### config.mk
export PLATFORM = sky130hd
export DESIGN_NAME = axi4s_inject_arbiter
export DESIGN_NICKNAME = d
export VERILOG_FILES = /design/src/rtl/axi4s_inject_arbiter.sv
export SDC_FILE = /design/constraint.sdc
export NUM_CORES = 1
export LEC_CHECK = 0
export CAP_MARGIN = 10
export CORE_AREA = 2 2 206 208
export CTS_BUF_LIST = sky130_fd_sc_hd__clkbuf_4
export CTS_CLUSTER_SIZE = 8
export DETAILED_ROUTE_END_ITERATION = 8
export DIE_AREA = 0 0 208 210
export SYNTH_ARGS = -nofsm -noshare
export SYNTH_HDL_FRONTEND = slang
export SYNTH_SLANG_ARGS = --single-unit
### constraint.sdc
create_clock -name CLK -period 4.02 [get_ports CLK]
set_input_delay 0.402 -clock CLK [delete_from_list [all_inputs] [get_ports CLK]]
set_output_delay 0.402 -clock CLK [all_outputs]
set_load 0.01 [all_outputs]
### src/rtl/axi4s_inject_arbiter.sv
// Round-robin, packet-locked N:1 AXI4-Stream arbiter feeding a single NoC injection port.
// Arbitration happens in IDLE. In LOCKED the granted requester is passed straight through until its tlast beat fires.
module axi4s_inject_arbiter #(
    parameter int N_REQ  = 4,
    parameter int DATA_W = 64,
    parameter int ID_W   = 8,
    parameter int DEST_W = 4,
    parameter int USER_W = 8
) (
    input  logic                             CLK,
    input  logic                             RST_N,
    input  logic [N_REQ-1:0]                 s_tvalid,
    output logic [N_REQ-1:0]                 s_tready,
    input  logic [N_REQ*DATA_W-1:0]          s_tdata,
    input  logic [N_REQ*(DATA_W/8)-1:0]      s_tkeep,
    input  logic [N_REQ*(DATA_W/8)-1:0]      s_tstrb,
    input  logic [N_REQ-1:0]                 s_tlast,
    input  logic [N_REQ*ID_W-1:0]            s_tid,
    input  logic [N_REQ*DEST_W-1:0]          s_tdest,
    input  logic [N_REQ*USER_W-1:0]          s_tuser,
    output logic                             m_tvalid,
    input  logic                             m_tready,
    output logic [DATA_W-1:0]                m_tdata,
    output logic [DATA_W/8-1:0]              m_tkeep,
    output logic [DATA_W/8-1:0]              m_tstrb,
    output logic                             m_tlast,
    output logic [ID_W-1:0]                  m_tid,
    output logic [DEST_W-1:0]                m_tdest,
    output logic [USER_W-1:0]                m_tuser,
    output logic [$clog2(N_REQ)-1:0]         grant_id,
    output logic                             busy,
    output logic [15:0]                      pkt_count
);

    localparam int KEEP_W  = DATA_W / 8;
    localparam int GRANT_W = $clog2(N_REQ);

    typedef enum logic {
        IDLE,
        LOCKED
    } state_t;

    state_t             state;
    logic [GRANT_W-1:0] rr_ptr;
    logic [GRANT_W-1:0] pick;
    logic [GRANT_W-1:0] next_rr;
    logic               last_fire;

    // NOTE: every always_comb output gets a default first so no path leaves it unassigned and infers a latch.
    // The loop walks from the far end back toward rr_ptr, so the last hit is the nearest requester.
    always_comb begin
        pick = rr_ptr;
        for (int off = N_REQ - 1; off >= 0; off--) begin
            int idx;
            idx = int'(rr_ptr) + off;
            if (idx >= N_REQ) idx = idx - N_REQ;
            if (s_tvalid[idx]) pick = GRANT_W'(idx);
        end
    end

    assign next_rr = (grant_id == GRANT_W'(N_REQ - 1)) ? '0 : grant_id + 1'b1;

    // m_tvalid depends only on state and s_tvalid, never on m_tready.
    always_comb begin
        s_tready = '0;
        m_tvalid = 1'b0;
        if (state == LOCKED) begin
            m_tvalid           = s_tvalid[grant_id];
            s_tready[grant_id] = m_tready;
        end
    end

    // The payload is steered from the grant slice in both states; it is ignored while m_tvalid is low.
    always_comb begin
        int g;
        g       = int'(grant_id);
        m_tdata = s_tdata[g*DATA_W +: DATA_W];
        m_tkeep = s_tkeep[g*KEEP_W +: KEEP_W];
        m_tstrb = s_tstrb[g*KEEP_W +: KEEP_W];
        m_tlast = s_tlast[g];
        m_tid   = s_tid[g*ID_W +: ID_W];
        m_tdest = s_tdest[g*DEST_W +: DEST_W];
        m_tuser = s_tuser[g*USER_W +: USER_W];
    end

    assign last_fire = m_tvalid & m_tready & m_tlast;
    assign busy      = (state == LOCKED);

    // NOTE: state registers use non-blocking assignments so every flop samples pre-edge values.
    always_ff @(posedge CLK) begin
        if (!RST_N) begin
            state     <= IDLE;
            rr_ptr    <= '0;
            grant_id  <= '0;
            pkt_count <= '0;
        end else begin
            case (state)
                IDLE: begin
                    if (|s_tvalid) begin
                        grant_id <= pick;
                        state    <= LOCKED;
                    end
                end
                LOCKED: begin
                    if (last_fire) begin
                        state     <= IDLE;
                        rr_ptr    <= next_rr;
                        pkt_count <= pkt_count + 16'd1;
                    end
                end
                default: state <= IDLE;
            endcase
        end
    end

endmodule

==> metrics.txt <==
status finished clean; Final min period 2.89 ns; syn_nets 695; Final Skew 0.00228 ns; clk sinks 21; Max Fanout on Critical Path 36; fin crit share 71.8%; Clock Tree Buf Depth 2; Slowest-stage cell, CP dfxtp_4; post-detailed-route count of antenna-violating nets 0; DRC 0; FFs w/ async S/R, synth 0%; hold crit path type reg2reg; I/O Buffers 535; gr ovfl total 0; post-synthesis mux area share 65.8%; area leader, netlist mux4_2; top cells by count, synth mux4_2, dfxtp_1, buf_2, mux2i_1; vias in the first global route 5346; Synth Flop Type dfxtp_1; Crit path required time 3.62 ns; Yosys warning count 0; WS Path Type reg2out; worst vdd ir 0.148 mV; unrepaired setup endpoints after global routing no; Post-Route WL 27200 um; cell count after synthesis 279; most common cell in the netlist mux4_2; num rows 75; FF+latch count, synth 21; via count 5039; Max Freq 346 MHz; routed len/inst 20.4 um; GRT Total Usage 11.6%; Post-synth EDFFs 0; final-report hold violation count 0; Worst-path clk slew 0.13 ns; Worst setup SP type register; CTS-repair resized insts 0; nature of the critical path endpoint output port; Worst EP arrival 2.48 ns; Post-Synth XOR/XNOR Area 0%; Slew HR 44.3%; Pwr Total 1.39 mW; syn avg cell area 13.2 um2; Chip Height 210 um; TritonCTS clock tree yes; Area Overhead vs Synth 163%; compound-gate portion of the synthesized area 5.79%; share of the synthesized area in the top cell type 61.3%; Post-Synth Adder-Cell Area 1.70%; largest family of logic cells by synthesized area multiplexers; DIE AREA 43700 um2; RePlAce Congestion 0.886; Setup Buffers After CTS 0; first-pass GRT wire length 38100 um; Initial Utilization 8.86%; Worst Tran Pin Value 0.835 ns; number of top-level pins 536; CTS Buf Count 3; hold buffer count at CTS 0; area of the core 41500 um2; unique cell type count in the Yosys netlist 36; simple-gate portion of the synthesized area 10.4%; Setup Viol. Count Final 0; Final Slew Violations 0; Total Nets Final 1206; P_leak 3.10 nW; TNS Setup 0 ns; CP Cell Sequence buf_4 > mux4_2 > clkdlybuf4s50_1; largest cells by area after synthesis mux4_2, dfxtp_1, mux2i_1; PwrDens 143 nW/um2; Fin Hold WS 0.483 ns; largest net degree at the start of global routing 50; Final Worst Setup Slack 1.13 ns; DP Worst Slack 1.33 ns; post-synthesis sequential area ratio 11.4%; Final HPWL DP 24000 um; Mapped Area 3670 um2; initial drt markers 322; vias per cell 3.78; Die W 208 um; ratio of cells with drive above 1 in the final layout 14.4%; Clock Root Buffer clkbuf_4; Max-Cap Viols 0; slowest stage delay, CP 0.73 ns; initial antenna violation count 9; DRT Pass-1 Iters 4; Clk Latency, worst-skew pair 0.31 ns; H-Tree Depth 1
==> worst max-delay path: cells and delay by family (launching register included) <==
family / cells / cell delay [ns]
flip-flops: 1 / 0.73
buffers and inverters: 2 / 1.02
multiplexers: 1 / 0.37
==> path summary, 6_finish.rpt <==
kind / from / end / slack [ns] / cells after the start
max: grant_id[1] / m_tid[0] / 1.13 / 3
min: pkt_count[15] / pkt_count[15] / 0.48 / 2
max reg2reg: grant_id[1] / pkt_count[7] / 1.61 / 4
min reg2reg: pkt_count[15] / pkt_count[15] / 0.48 / 2
==> cell usage in the layout, fill, tap and decap left out, types with 2 or more instances in the layout <==
cell type          n
mux2i_1           15
or4_1              5
nand3_1            9
and4_1             2
o41ai_1            3
o21ai_0            5
and3_1             6
nand2_1           12
a21oi_1           13
nand4_1            6
diode_2            6
ha_1               5
clkdlybuf4s50_1  535
dfxtp_1           19
mux4_2           100
clkbuf_4           3
nor4_1             4
inv_1              6
nand2b_1          13
buf_12             3
dfxtp_4            2
nor2_1             2
o311ai_0           2
o31ai_1            4
buf_4              2
==> kinds of logic after synthesis <==
family / Yosys count
muxes: 116
and+or+nand+nor: 64
buffers and inverters: 40
AOI/OAI and AO/OA: 33
DFF: 21
adders and majority gates: 5
==> cell type report <==
| class | count | area, um2 |
|---|---|---|
| fill | 4438 | 31800 |
| timing repair buffer | 540 | 5430 |
| multi-input combinational | 218 | 3070 |
| tap | 539 | 674 |
| sequential | 21 | 428 |
| clock buffer | 3 | 22.5 |
| inverter | 6 | 22.5 |
| antenna | 6 | 15.0 |
| clock inverter | 1 | 5.00 |
==> report_power, final <==
group,total (mW),leakage [nW],internal (mW),switching [mW]
sequential,0.230,0.171,0.211,0.0189
clock,0.109,0.0178,0.0372,0.0719
combinational,1.05,2.91,0.725,0.324
total,1.39,3.10,0.973,0.415
==> metrics by stage <==
step | std cells | instance area (um2) | util (%)
6_report | 1334 | 9670 | 23.3
5_1_grt | 1334 | 9670 | 23.3
4_1_cts | 1328 | 9660 | 23.3
3_5_place_dp | 1324 | 9630 | 23.2
3_3_place_gp | 1324 | 9630 | 23.2
2_1_floorplan | 279 | 3670 | -
==> sequential cells by signal, summed over array words and instances, names as in the netlist <==
register	flops
rr_ptr	2
busy	1
pkt_count	16
grant_id	2
==> routing by layer <==
metal	track usage [%]	share of wire, %
met1	14.1	39
met2	20.6	53
met3	2.73	6.5
met4	2.59	1.1
met5	0	0.16
Note: power is estimated with default switching activity, not from simulation.
